**src/rtl/interp_seq_h2_pkg.sv**
```systemverilog
// Shared definitions for the second-antenna interpolation sequencer: default geometry,
// h_eqlz_2 mux select encodings (also consumed by the mux), FSM states and select mapping.
package interp_seq_h2_pkg;

   localparam int N_SC_DEF    = 12;
   localparam int N_SYM_DEF   = 14;
   localparam int PILOT_A_DEF = 5;
   localparam int PILOT_B_DEF = 6;
   localparam int TMO_CYC_DEF = 64;

   localparam logic [1:0] SEL_DIV2 = 2'b00;
   localparam logic [1:0] SEL_EST3 = 2'b01;
   localparam logic [1:0] SEL_DIV1 = 2'b10;
   localparam logic [1:0] SEL_EST4 = 2'b11;

   typedef enum logic [2:0] {
      ST_IDLE     = 3'd0,
      ST_WAIT_EST = 3'd1,
      ST_SEL      = 3'd2,
      ST_DIV_REQ  = 3'd3,
      ST_DIV_WAIT = 3'd4,
      ST_OUT      = 3'd5,
      ST_DONE     = 3'd6
   } state_t;

   // Symbols before the first pilot use div_res_1, symbols after the second use div_res_2.
   function automatic logic [1:0] sel_for_sym(input logic [3:0] sym,
                                              input logic [3:0] pilot_a,
                                              input logic [3:0] pilot_b);
      logic [1:0] s;
      if (sym == pilot_a) begin
         s = SEL_EST3;
      end else if (sym == pilot_b) begin
         s = SEL_EST4;
      end else if (sym < pilot_a) begin
         s = SEL_DIV1;
      end else begin
         s = SEL_DIV2;
      end
      return s;
   endfunction

endpackage

```
**src/rtl/interp_seq_h2_if.sv**
```systemverilog
// Handshake/control bundle between the interpolation sequencer and its environment.
interface interp_seq_h2_if;
   logic       start;
   logic       est_valid;
   logic       div_done;
   logic       out_ready;
   logic       div_req;
   logic [1:0] sel;
   logic       out_valid;
   logic [3:0] sym_idx;
   logic [3:0] sc_idx;
   logic       last;
   logic       busy;
   logic       done;
   logic       err;

   modport master (
      output start, est_valid, div_done, out_ready,
      input  div_req, sel, out_valid, sym_idx, sc_idx, last, busy, done, err
   );

   modport slave (
      input  start, est_valid, div_done, out_ready,
      output div_req, sel, out_valid, sym_idx, sc_idx, last, busy, done, err
   );
endinterface

```
**src/rtl/interp_seq_h2_re_counter.sv**
```systemverilog
// Subcarrier/symbol RE counter: sc wraps at N_SC-1 and carries into sym; last_re marks
// the final RE of the subframe.
module h2_re_counter #(
   parameter int N_SC  = 12,
   parameter int N_SYM = 14
) (
   input  logic       clk,
   input  logic       rst_n,
   input  logic       clr,
   input  logic       en,
   output logic [3:0] sym,
   output logic [3:0] sc,
   output logic       last_re
);

   logic sc_wrap_s;
   logic sym_wrap_s;

   assign sc_wrap_s  = (sc == 4'(N_SC - 1));
   assign sym_wrap_s = (sym == 4'(N_SYM - 1));
   assign last_re    = sc_wrap_s && sym_wrap_s;

   // RE position register
   always_ff @(posedge clk or negedge rst_n) begin
      if (!rst_n) begin
         sym <= 4'd0;
         sc  <= 4'd0;
      end else if (clr) begin
         sym <= 4'd0;
         sc  <= 4'd0;
      end else if (en) begin
         if (sc_wrap_s) begin
            sc  <= 4'd0;
            sym <= sym_wrap_s ? 4'd0 : sym + 4'd1;
         end else begin
            sc  <= sc + 4'd1;
            sym <= sym;
         end
      end else begin
         sym <= sym;
         sc  <= sc;
      end
   end

endmodule

```
**src/rtl/interp_seq_h2.sv**
```systemverilog
// Second-antenna interpolation sequencer: walks every RE of a subframe, requests divider
// results for non-pilot symbols and hands h_eqlz_2 to the equaliser. Optional: H2_TIMEOUT_EN.
module interp_seq_h2
   import interp_seq_h2_pkg::*;
#(
   parameter int N_SC    = N_SC_DEF,
   parameter int N_SYM   = N_SYM_DEF,
   parameter int PILOT_A = PILOT_A_DEF,
   parameter int PILOT_B = PILOT_B_DEF,
   parameter int TMO_CYC = TMO_CYC_DEF
) (
   input logic             clk,
   input logic             rst_n,
   interp_seq_h2_if.slave  bus
);

   state_t     state_r;
   logic [1:0] sel_r;
   logic       div_req_r;
   logic       out_valid_r;
   logic       last_r;
   logic       busy_r;
   logic       done_r;

   logic       cnt_clr_s;
   logic       cnt_en_s;
   logic [3:0] sym_s;
   logic [3:0] sc_s;
   logic       last_re_s;
   logic       pilot_s;
   logic       tmo_hit_s;

   assign cnt_clr_s = (state_r == ST_IDLE) && bus.start;
   assign cnt_en_s  = (state_r == ST_OUT) && bus.out_ready;
   assign pilot_s   = (sym_s == 4'(PILOT_A)) || (sym_s == 4'(PILOT_B));

   h2_re_counter #(
      .N_SC  (N_SC),
      .N_SYM (N_SYM)
   ) u_re_counter (
      .clk     (clk),
      .rst_n   (rst_n),
      .clr     (cnt_clr_s),
      .en      (cnt_en_s),
      .sym     (sym_s),
      .sc      (sc_s),
      .last_re (last_re_s)
   );

`ifdef H2_TIMEOUT_EN
   localparam int TW = $clog2(TMO_CYC + 1);
   logic [TW-1:0] tmo_cnt_r;
   logic          err_r;

   assign tmo_hit_s = (tmo_cnt_r == TW'(TMO_CYC - 1));

   // Divider wait counter, restarted whenever the FSM is outside DIV_WAIT
   always_ff @(posedge clk or negedge rst_n) begin
      if (!rst_n) begin
         tmo_cnt_r <= '0;
      end else if ((state_r == ST_DIV_WAIT) && !bus.div_done) begin
         tmo_cnt_r <= tmo_cnt_r + TW'(1);
      end else begin
         tmo_cnt_r <= '0;
      end
   end

   // Sticky timeout flag, cleared only by an accepted start
   always_ff @(posedge clk or negedge rst_n) begin
      if (!rst_n) begin
         err_r <= 1'b0;
      end else if (cnt_clr_s) begin
         err_r <= 1'b0;
      end else if ((state_r == ST_DIV_WAIT) && !bus.div_done && tmo_hit_s) begin
         err_r <= 1'b1;
      end else begin
         err_r <= err_r;
      end
   end

   assign bus.err = err_r;
`else
   assign tmo_hit_s = 1'b0;
   assign bus.err   = 1'b0;
`endif

   // Sequencer FSM; every output is registered on the transition into the state that owns it
   always_ff @(posedge clk or negedge rst_n) begin
      if (!rst_n) begin
         state_r     <= ST_IDLE;
         sel_r       <= SEL_DIV2;
         div_req_r   <= 1'b0;
         out_valid_r <= 1'b0;
         last_r      <= 1'b0;
         busy_r      <= 1'b0;
         done_r      <= 1'b0;
      end else begin
         div_req_r <= 1'b0;
         done_r    <= 1'b0;
         case (state_r)
            ST_IDLE: begin
               if (bus.start) begin
                  state_r <= ST_WAIT_EST;
                  busy_r  <= 1'b1;
               end else begin
                  state_r <= ST_IDLE;
               end
            end
            ST_WAIT_EST: begin
               if (bus.est_valid) begin
                  state_r <= ST_SEL;
               end else begin
                  state_r <= ST_WAIT_EST;
               end
            end
            ST_SEL: begin
               sel_r <= sel_for_sym(sym_s, 4'(PILOT_A), 4'(PILOT_B));
               if (pilot_s) begin
                  state_r     <= ST_OUT;
                  out_valid_r <= 1'b1;
                  last_r      <= last_re_s;
               end else begin
                  state_r   <= ST_DIV_REQ;
                  div_req_r <= 1'b1;
               end
            end
            // div_done is deliberately not looked at here
            ST_DIV_REQ: begin
               state_r <= ST_DIV_WAIT;
            end
            ST_DIV_WAIT: begin
               if (bus.div_done) begin
                  state_r     <= ST_OUT;
                  out_valid_r <= 1'b1;
                  last_r      <= last_re_s;
               end else if (tmo_hit_s) begin
                  state_r <= ST_IDLE;
                  busy_r  <= 1'b0;
               end else begin
                  state_r <= ST_DIV_WAIT;
               end
            end
            ST_OUT: begin
               if (bus.out_ready) begin
                  out_valid_r <= 1'b0;
                  last_r      <= 1'b0;
                  if (last_re_s) begin
                     state_r <= ST_DONE;
                     done_r  <= 1'b1;
                  end else begin
                     state_r <= ST_SEL;
                  end
               end else begin
                  state_r <= ST_OUT;
               end
            end
            ST_DONE: begin
               state_r <= ST_IDLE;
               busy_r  <= 1'b0;
            end
            default: begin
               state_r     <= ST_IDLE;
               out_valid_r <= 1'b0;
               last_r      <= 1'b0;
               busy_r      <= 1'b0;
            end
         endcase
      end
   end

   assign bus.div_req   = div_req_r;
   assign bus.sel       = sel_r;
   assign bus.out_valid = out_valid_r;
   assign bus.sym_idx   = sym_s;
   assign bus.sc_idx    = sc_s;
   assign bus.last      = last_r;
   assign bus.busy      = busy_r;
   assign bus.done      = done_r;

endmodule
```
**src/flat_wrapper.sv**
```systemverilog
// flat-port wrapper written by rule: the top's interface ports become plain ports
module interp_seq_h2_flat import interp_seq_h2_pkg::*;
#(
   parameter int N_SC    = N_SC_DEF,
   parameter int N_SYM   = N_SYM_DEF,
   parameter int PILOT_A = PILOT_A_DEF,
   parameter int PILOT_B = PILOT_B_DEF,
   parameter int TMO_CYC = TMO_CYC_DEF
)
  (clk, rst_n, bus_start, bus_est_valid, bus_div_done, bus_out_ready, bus_div_req, bus_sel, bus_out_valid, bus_sym_idx, bus_sc_idx, bus_last, bus_busy, bus_done, bus_err);
  interp_seq_h2_if bus_i ();
  input logic clk;
  input logic rst_n;
  input wire logic [$bits(bus_i.start)-1:0] bus_start;
  input wire logic [$bits(bus_i.est_valid)-1:0] bus_est_valid;
  input wire logic [$bits(bus_i.div_done)-1:0] bus_div_done;
  input wire logic [$bits(bus_i.out_ready)-1:0] bus_out_ready;
  output wire logic [$bits(bus_i.div_req)-1:0] bus_div_req;
  output wire logic [$bits(bus_i.sel)-1:0] bus_sel;
  output wire logic [$bits(bus_i.out_valid)-1:0] bus_out_valid;
  output wire logic [$bits(bus_i.sym_idx)-1:0] bus_sym_idx;
  output wire logic [$bits(bus_i.sc_idx)-1:0] bus_sc_idx;
  output wire logic [$bits(bus_i.last)-1:0] bus_last;
  output wire logic [$bits(bus_i.busy)-1:0] bus_busy;
  output wire logic [$bits(bus_i.done)-1:0] bus_done;
  output wire logic [$bits(bus_i.err)-1:0] bus_err;
  assign bus_i.start = bus_start;
  assign bus_i.est_valid = bus_est_valid;
  assign bus_i.div_done = bus_div_done;
  assign bus_i.out_ready = bus_out_ready;
  assign bus_div_req = bus_i.div_req;
  assign bus_sel = bus_i.sel;
  assign bus_out_valid = bus_i.out_valid;
  assign bus_sym_idx = bus_i.sym_idx;
  assign bus_sc_idx = bus_i.sc_idx;
  assign bus_last = bus_i.last;
  assign bus_busy = bus_i.busy;
  assign bus_done = bus_i.done;
  assign bus_err = bus_i.err;
  interp_seq_h2 #(.N_SC(N_SC), .N_SYM(N_SYM), .PILOT_A(PILOT_A), .PILOT_B(PILOT_B), .TMO_CYC(TMO_CYC)) u_core (.clk(clk), .rst_n(rst_n), .bus(bus_i));
endmodule
```
**config.mk**
```make
export PLATFORM = sky130hd
export DESIGN_NAME = interp_seq_h2_flat
export DESIGN_NICKNAME = d
export VERILOG_FILES = /design/src/rtl/interp_seq_h2_pkg.sv /design/src/rtl/interp_seq_h2_if.sv /design/src/rtl/interp_seq_h2_re_counter.sv /design/src/rtl/interp_seq_h2.sv /design/src/flat_wrapper.sv
export SDC_FILE = /design/constraint.sdc
export NUM_CORES = 1
export LEC_CHECK = 0
export ABC_CLOCK_PERIOD_IN_PS = 2100
export CAP_MARGIN = 20
export CORE_ASPECT_RATIO = 1.25
export CORE_UTILIZATION = 49
export CTS_CLUSTER_SIZE = 12
export DETAILED_ROUTE_END_ITERATION = 6
export PLACE_DENSITY_LB_ADDON = 0.3
export SLEW_MARGIN = 25
export SYNTH_ARGS = -nofsm -noshare
export SYNTH_HDL_FRONTEND = slang
export SYNTH_SLANG_ARGS = --single-unit
```
**constraint.sdc**
```tcl
create_clock -name clk -period 2.1 [get_ports clk]
set_clock_uncertainty 0.2 [all_clocks]
set_input_delay 0.315 -clock clk [delete_from_list [all_inputs] [get_ports clk]]
set_output_delay 0.315 -clock clk [all_outputs]
set_load 0.02 [all_outputs]
```
### Word-level counts from Yosys, hierarchy flattened

Cells that the tools add are included.

| storage, ports and cells | value |
|---|---|
| logic and storage cells | 71 |
| register bits | 18 |
| input port bits | 6 |
| output and inout bits | 16 |

| operators by class | value |
|---|---|
| reductions and logical operators | 12 |
| equality and inequality tests | 14 |
| muxes and demuxes | 31 |
| order comparisons | 1 |
| bitwise logic cells | 2 |
| add/sub/neg operators | 2 |

Operator list:

| cell | count |
|---|---|
| two-way mux 4 bit | 7 |
| case mux 3 bit (6 select lines) | 1 |
| two-way mux 1 bit | 13 |
| == test 3 bit (second input constant) | 3 |
| two-way mux 3 bit | 3 |
| adder 4 x 1 -> 4 bit (second input constant) | 2 |
| == test 4 x 3 -> 1 bit (second input constant) | 2 |
| == test 4 bit (second input constant) | 2 |
| two-way mux 2 bit | 4 |
| case mux 1 bit (4 select lines) | 2 |
| == test 3 x 2 -> 1 bit (second input constant) | 2 |
| != test 2 bit (second input constant) | 3 |
| OR reduction 5 bit | 1 |
| less-than comparator 4 x 3 -> 1 bit (second input constant) | 1 |
| AND reduction 2 bit | 2 |
| AND reduction 4 bit | 1 |
| nonzero test 2 bit | 2 |
| OR reduction 4 bit | 1 |
| == test 3 x 1 -> 1 bit (second input constant) | 1 |
| logical AND 1 bit | 3 |
| logical NOT 3 bit | 1 |
| != test 2 x 1 -> 1 bit (second input constant) | 1 |
| inverter 1 bit | 2 |
| case mux 1 bit (2 select lines) | 1 |
| logical OR 1 bit | 1 |

### Longest topological paths before layout

| logic depth | value |
|---|---|
| depth after elaboration | 5 |
| mapped depth | 5 |
| depth with buffers taken out | 5 |

### By module

From an unflattened synthesis, not the netlist that was laid out.

| second synthesis, totals | value |
|---|---|
| cells, all modules | 98 |
| area, all modules | 987.2 um2 |

Modules (own cells, without submodules):

| module | area an instance (um2) | times used | seq. area each (um2) | cells each |
|---|---|---|---|---|
| interp_seq_h2 | 513.0 | 1 | 250.2 | 53 |
| h2_re_counter | 474.2 | 1 | 200.2 | 45 |

### Least setup slack after synthesis

No wires, ideal clock.

| path | value |
|---|---|
| kind | register to register |
| start point | reg u_core.u_re_counter.sc[0] |
| end point | reg u_core.u_re_counter.sym[3] |
| data arrival time | 1.633 ns |
| stages on the path, launching flop included | 6 |
| clock period less this slack | 1.910 ns |
| slack | 0.190 ns |
| setup time | 0.077 ns |
| path buffers | 0 |
| data required time | 1.823 ns |
| path through | dfrtp_1 ha_1 and3b_1 nand2_1 or4_1 a21oi_1 |

| on the way | value |
|---|---|
| longest elaborated chain between the ends | 3 |

Ends and longest elaborated chain:

| element | RTL line | RTL |
|---|---|---|
| start, declared | interp_seq_h2_re_counter.sv:12 | `output logic [3:0] sc,` |
| start signal, assigned | interp_seq_h2_re_counter.sv:36 | `sc <= sc + 4'd1;` |
| == test 4 bit | interp_seq_h2_re_counter.sv:19 | `assign sc_wrap_s = (sc == 4'(N_SC - 1));` |
| nonzero test 2 bit (no line) | - |  |
| AND reduction 2 bit (no line) | - |  |
| end signal, assigned | interp_seq_h2_re_counter.sv:34 | `sym <= sym_wrap_s ? 4'd0 : sym + 4'd1;` |
| end signal, assigned | interp_seq_h2_re_counter.sv:37 | `sym <= sym;` |
| end signal, assigned | interp_seq_h2_re_counter.sv:40 | `sym <= sym;` |
| end, declared | interp_seq_h2_re_counter.sv:11 | `output logic [3:0] sym,` |

No other way between the ends.
A chain may end at the register's enable or synchronous reset.

### Worst setup path in the final report

Ends and elaborated chain as after synthesis.

==> flow_results.xml <==
<?xml version="1.0" encoding="UTF-8"?>
<metrics>
  <group name="placed_design">
    <metric name="io_buffer_count" unit="">20</metric>
    <metric name="place.gp.congestion" unit="">0.8529</metric>
    <metric name="dp.final_hpwl" unit="mm">1.493</metric>
    <metric name="placed_cells" unit="">146</metric>
  </group>
  <group name="grt">
    <metric name="gr_usage_total" unit="">0.1987</metric>
    <metric name="overflow_after_grt" unit="">0</metric>
    <metric name="grt_antenna_before_repair" unit="">0</metric>
    <metric name="grt_pass1_vias" unit="">758</metric>
    <metric name="grt_pass1_wl" unit="mm">3.277</metric>
    <metric name="largest_net_degree_at_the_start_of_global_routing" unit="">19</metric>
  </group>
  <group name="synth">
    <metric name="synth_edf_count" unit="">0</metric>
    <metric name="synth-warning-count" unit="">0</metric>
    <metric name="portion_of_the_post_synthesis_area_used_by_sequential_elements" unit="">0.4540</metric>
    <metric name="post_synth_main_area_contributors" unit="">dfrtp_1 (45%), a21oi_1 (4.5%), o21ai_0 (4.5%)</metric>
    <metric name="synth_cell_type_count" unit="">39</metric>
    <metric name="post_synth_most_frequent_cells" unit="">dfrtp_1 (18), nand2_1 (12), nor2_1 (10)</metric>
    <metric name="netlist_instances" unit="">106</metric>
    <metric name="synth_seq_cells" unit="">18</metric>
    <metric name="mappedNetlistArea" unit="um2">992.2</metric>
    <metric name="synthDominantAreaCellType" unit="">dfrtp_1</metric>
    <metric name="post_synth_net_total" unit="">113</metric>
    <metric name="synth_most_common_cell" unit="">dfrtp_1</metric>
    <metric name="syn_avg_cell_area" unit="um2">9.360</metric>
    <metric name="dominantRegCellSynth" unit="">dfrtp_1</metric>
    <metric name="ys_async_sr_fraction" unit="">1.000</metric>
    <metric name="netlist.area_leader.share" unit="">0.4540</metric>
  </group>
  <group name="run_status">
    <metric name="status" unit="">finished clean</metric>
  </group>
  <group name="drt">
    <metric name="routed_wire_length_per_instance" unit="um">13.55</metric>
    <metric name="detail_route.vias_per_cell" unit="">5.718</metric>
    <metric name="drt_pre_antenna_iters" unit="">4</metric>
    <metric name="routed_wirelength" unit="mm">2.019</metric>
    <metric name="route.detailed.drc" unit="">0</metric>
    <metric name="drtAntennaViolNets" unit="">0</metric>
    <metric name="vias" unit="">852</metric>
    <metric name="initialDrtViolationCount" unit="">12</metric>
  </group>
  <group name="clock_network">
    <metric name="clock_sinks" unit="">18</metric>
    <metric name="cts.path.max_buffers" unit="">2</metric>
    <metric name="cts_max_level" unit="">1</metric>
    <metric name="clkTransAtPathRegs" unit="ns">0.09</metric>
    <metric name="tritoncts.num_buffers" unit="">3</metric>
    <metric name="postCtsResizedCells" unit="">0</metric>
    <metric name="holdBufCountCts" unit="">0</metric>
    <metric name="cts_setup_buffers" unit="">0</metric>
    <metric name="tritoncts" unit="">done</metric>
    <metric name="cts_root_cell" unit="">clkbuf_4</metric>
    <metric name="skew_pair_late_insertion_delay" unit="ns">0.29</metric>
  </group>
  <group name="sta">
    <metric name="finalCritPeriodShare" unit="">0.9417</metric>
    <metric name="report.final.setup_viol" unit="">0</metric>
    <metric name="slew_violations" unit="">0</metric>
    <metric name="rsz0062_at_grt" unit="">no</metric>
    <metric name="report.final.hold_viol_count" unit="">0</metric>
    <metric name="maxClockFrequency" unit="MHz">505.7</metric>
    <metric name="final_period_minus_worst_setup_slack" unit="ns">1.978</metric>
    <metric name="totalNegativeSetupSlack" unit="ns">0</metric>
  </group>
  <group name="floorplan">
    <metric name="initial_utilization" unit="">0.5424</metric>
    <metric name="die_y" unit="um">52.31</metric>
    <metric name="design.portCount" unit="">22</metric>
    <metric name="core_footprint" unit="um2">1829</metric>
    <metric name="full_die_area" unit="um2">2210</metric>
    <metric name="site_rows" unit="">17</metric>
    <metric name="floorplan.die.width" unit="um">42.25</metric>
  </group>
  <group name="pwr">
    <metric name="power.ir.vdd_worst" unit="mV">0.6492</metric>
    <metric name="netSwitchingPower" unit="W">0.0004543</metric>
    <metric name="power.density" unit="nW/um2">946.0</metric>
    <metric name="power_switching_share" unit="">0.3834</metric>
    <metric name="power.share.clock" unit="">0.141</metric>
    <metric name="power_frac_comb" unit="">0.412</metric>
    <metric name="internal-power" unit="W">0.0007306</metric>
    <metric name="share_of_power_burned_in_registers" unit="">0.447</metric>
    <metric name="total_leakage_power" unit="nW">0.5655</metric>
  </group>
  <group name="finish">
    <metric name="insertedDiodeCount" unit="">0</metric>
    <metric name="final_net_count" unit="">139</metric>
    <metric name="layout-drive-gt1-share" unit="">0.1231</metric>
    <metric name="syn2layout_area_growth" unit="%">26.23</metric>
    <metric name="post_layout_nonfiller_instances" unit="">149</metric>
  </group>
  <group name="run">
    <metric name="max_cap_viol_count" unit="">0</metric>
  </group>
  <group name="critical_path">
    <metric name="path_max_fanout" unit="">5</metric>
    <metric name="startpoint_type" unit="">flip-flop</metric>
    <metric name="criticalPathCategory" unit="">flip-flop to flip-flop</metric>
    <metric name="end_kind" unit="">flip-flop</metric>
    <metric name="worst_path_largest_cell_delay" unit="ns">0.49</metric>
    <metric name="crit_family" unit="">simple AND/OR/NAND/NOR gates</metric>
    <metric name="crit_arrival" unit="ns">1.99</metric>
    <metric name="crit_required" unit="ns">2.11</metric>
    <metric name="worstPathCellList" unit="">ha_1 &gt; and3b_1 &gt; nand2_1 &gt; or4_1 &gt; a21oi_1</metric>
    <metric name="cpMaxStageDelayCell" unit="">or4_1</metric>
    <metric name="buffers_plus_inverters_on_the_worst_setup_path" unit="">0</metric>
  </group>
  <group name="min_path">
    <metric name="hp-class" unit="">primary input to asynchronous set/reset pin</metric>
  </group>
</metrics>
## power groups by stage
stage	sequential [W]	combinational (W)	clock [W]
5_1_grt	0.000544	0.000537	0.000186
4_1_cts	0.000528	0.000489	0.000172
6_report	0.000529	0.000488	0.000167
3_3_place_gp	0.000530	0.000479	0
3_5_place_dp	0.000535	0.000488	0
2_1_floorplan	0.000538	0.000312	0
## sequential cells by signal, indices dropped and copies added (netlist names)
| signal | count |
|---|---|
| u_core.u_re_counter.sc | 4 |
| u_core.state_r | 3 |
| u_core.bus.div_req | 1 |
| u_core.u_re_counter.sym | 4 |
| u_core.bus.busy | 1 |
| u_core.bus.sel | 2 |
| u_core.bus.last | 1 |
| u_core.bus.done | 1 |
| u_core.bus.out_valid | 1 |
## layer usage
metal / vias up / share of wire / routed length, um / GRT usage
li1: 425 / - / - / -
met1: 405 / 0.42 / 850 / 0.2166
met2: 20 / 0.53 / 1065 / 0.3641
met3: 2 / 0.043 / 86 / 0.04828
met4: 0 / 0.0079 / 16 / 0.08333
met5: - / 0 / 0 / 0
## cell families (layout without fill, tap and decap cells)
family | count (synthesis) | count (layout) | share of synthesized area
AOI/OAI and AO/OA | 27 | 27 | 0.1614
DFF | 18 | 18 | 0.4540
adders and majority gates | 1 | 1 | 0.01261
other | 1 | 1 | 0.003779
xor gates and xnor gates | 3 | 3 | 0.02649
buffers and inverters | 8 | 32 | 0.04287
muxes | 3 | 3 | 0.03153
and+or+nand+nor | 45 | 45 | 0.2673
## per-stage QoR
step / util / instance area [um2] / hold WS (ns) / power, W / setup slack [ns]
detailed placement: 0.6724 / 1230 / 0.2672 / 0.001023 / 0.09425
CTS: 0.6847 / 1252 / 0.1479 / 0.001190 / 0.1221
global placement: 0.6724 / 1230 / 0.2597 / 0.001009 / 0.1232
finish: 0.6847 / 1252 / 0.1437 / 0.001185 / 0.1224
floorplan: - / 992.2 / -0.1806 / 0.0008503 / 0.1899
global route: 0.6847 / 1252 / 0.1711 / 0.001266 / 0.04416
## cell type report
class | instances | area [um2]
sequential | 18 | 450.4
fill | 163 | 576.8
tap | 19 | 23.77
inverter | 3 | 11.26
clock buffer | 3 | 22.52
timing repair buffer | 26 | 245.2
multi-input combinational | 80 | 499.2
## path summary, 6_finish.rpt
path	slack (ns)	depth (start not counted)	from	to
min	0.14	2	rst_n	u_core.state_r[2]$_DFF_PN0_
min in group clk	0.28	1	u_core.bus.sel[1]$_DFFE_PN0P_	u_core.bus.sel[1]$_DFFE_PN0P_
max in group asynchronous	1.36	2	rst_n	u_core.u_re_counter.sym[3]$_DFFE_PN0P_
max reg2reg	0.12	5	u_core.u_re_counter.sc[0]$_DFFE_PN0P_	u_core.u_re_counter.sym[3]$_DFFE_PN0P_
max	0.12	5	u_core.u_re_counter.sc[0]$_DFFE_PN0P_	u_core.u_re_counter.sym[3]$_DFFE_PN0P_
min reg2reg	0.28	1	u_core.bus.sel[1]$_DFFE_PN0P_	u_core.bus.sel[1]$_DFFE_PN0P_
## layout by cell type (no fill, tap or decap), drive strengths merged
| cell | synthesis | layout |
|---|---|---|
| a21oi | 9 | 9 |
| and3b | 2 | 2 |
| inv | 3 | 3 |
| nand4b | 1 | 1 |
| a21o | 2 | 2 |
| dfrtp | 18 | 18 |
| nor3b | 1 | 1 |
| xor2 | 2 | 2 |
| and2 | 2 | 2 |
| or4 | 1 | 1 |
| mux2 | 1 | 1 |
| nor2 | 10 | 10 |
| or3b | 1 | 1 |
| o21ai | 9 | 9 |
| and4b | 1 | 1 |
| ha | 1 | 1 |
| o22ai | 2 | 2 |
| a211oi | 1 | 1 |
| nand4 | 2 | 2 |
| buf | 3 | 6 |
| nand3 | 2 | 2 |
| clkbuf | 2 | 3 |
| o221ai | 1 | 1 |
| nor2b | 2 | 2 |
| nand3b | 1 | 1 |
| o31a | 1 | 1 |
| conb | 1 | 1 |
| o211ai | 1 | 1 |
| mux2i | 2 | 2 |
| a211o | 1 | 1 |
| nand2 | 12 | 12 |
| xnor2 | 1 | 1 |
| clkdlybuf4s50 | 0 | 20 |
| nor3 | 3 | 3 |
| and3 | 3 | 3 |
| nand2b | 1 | 1 |
Note: power is estimated with default switching activity, not from simulation.
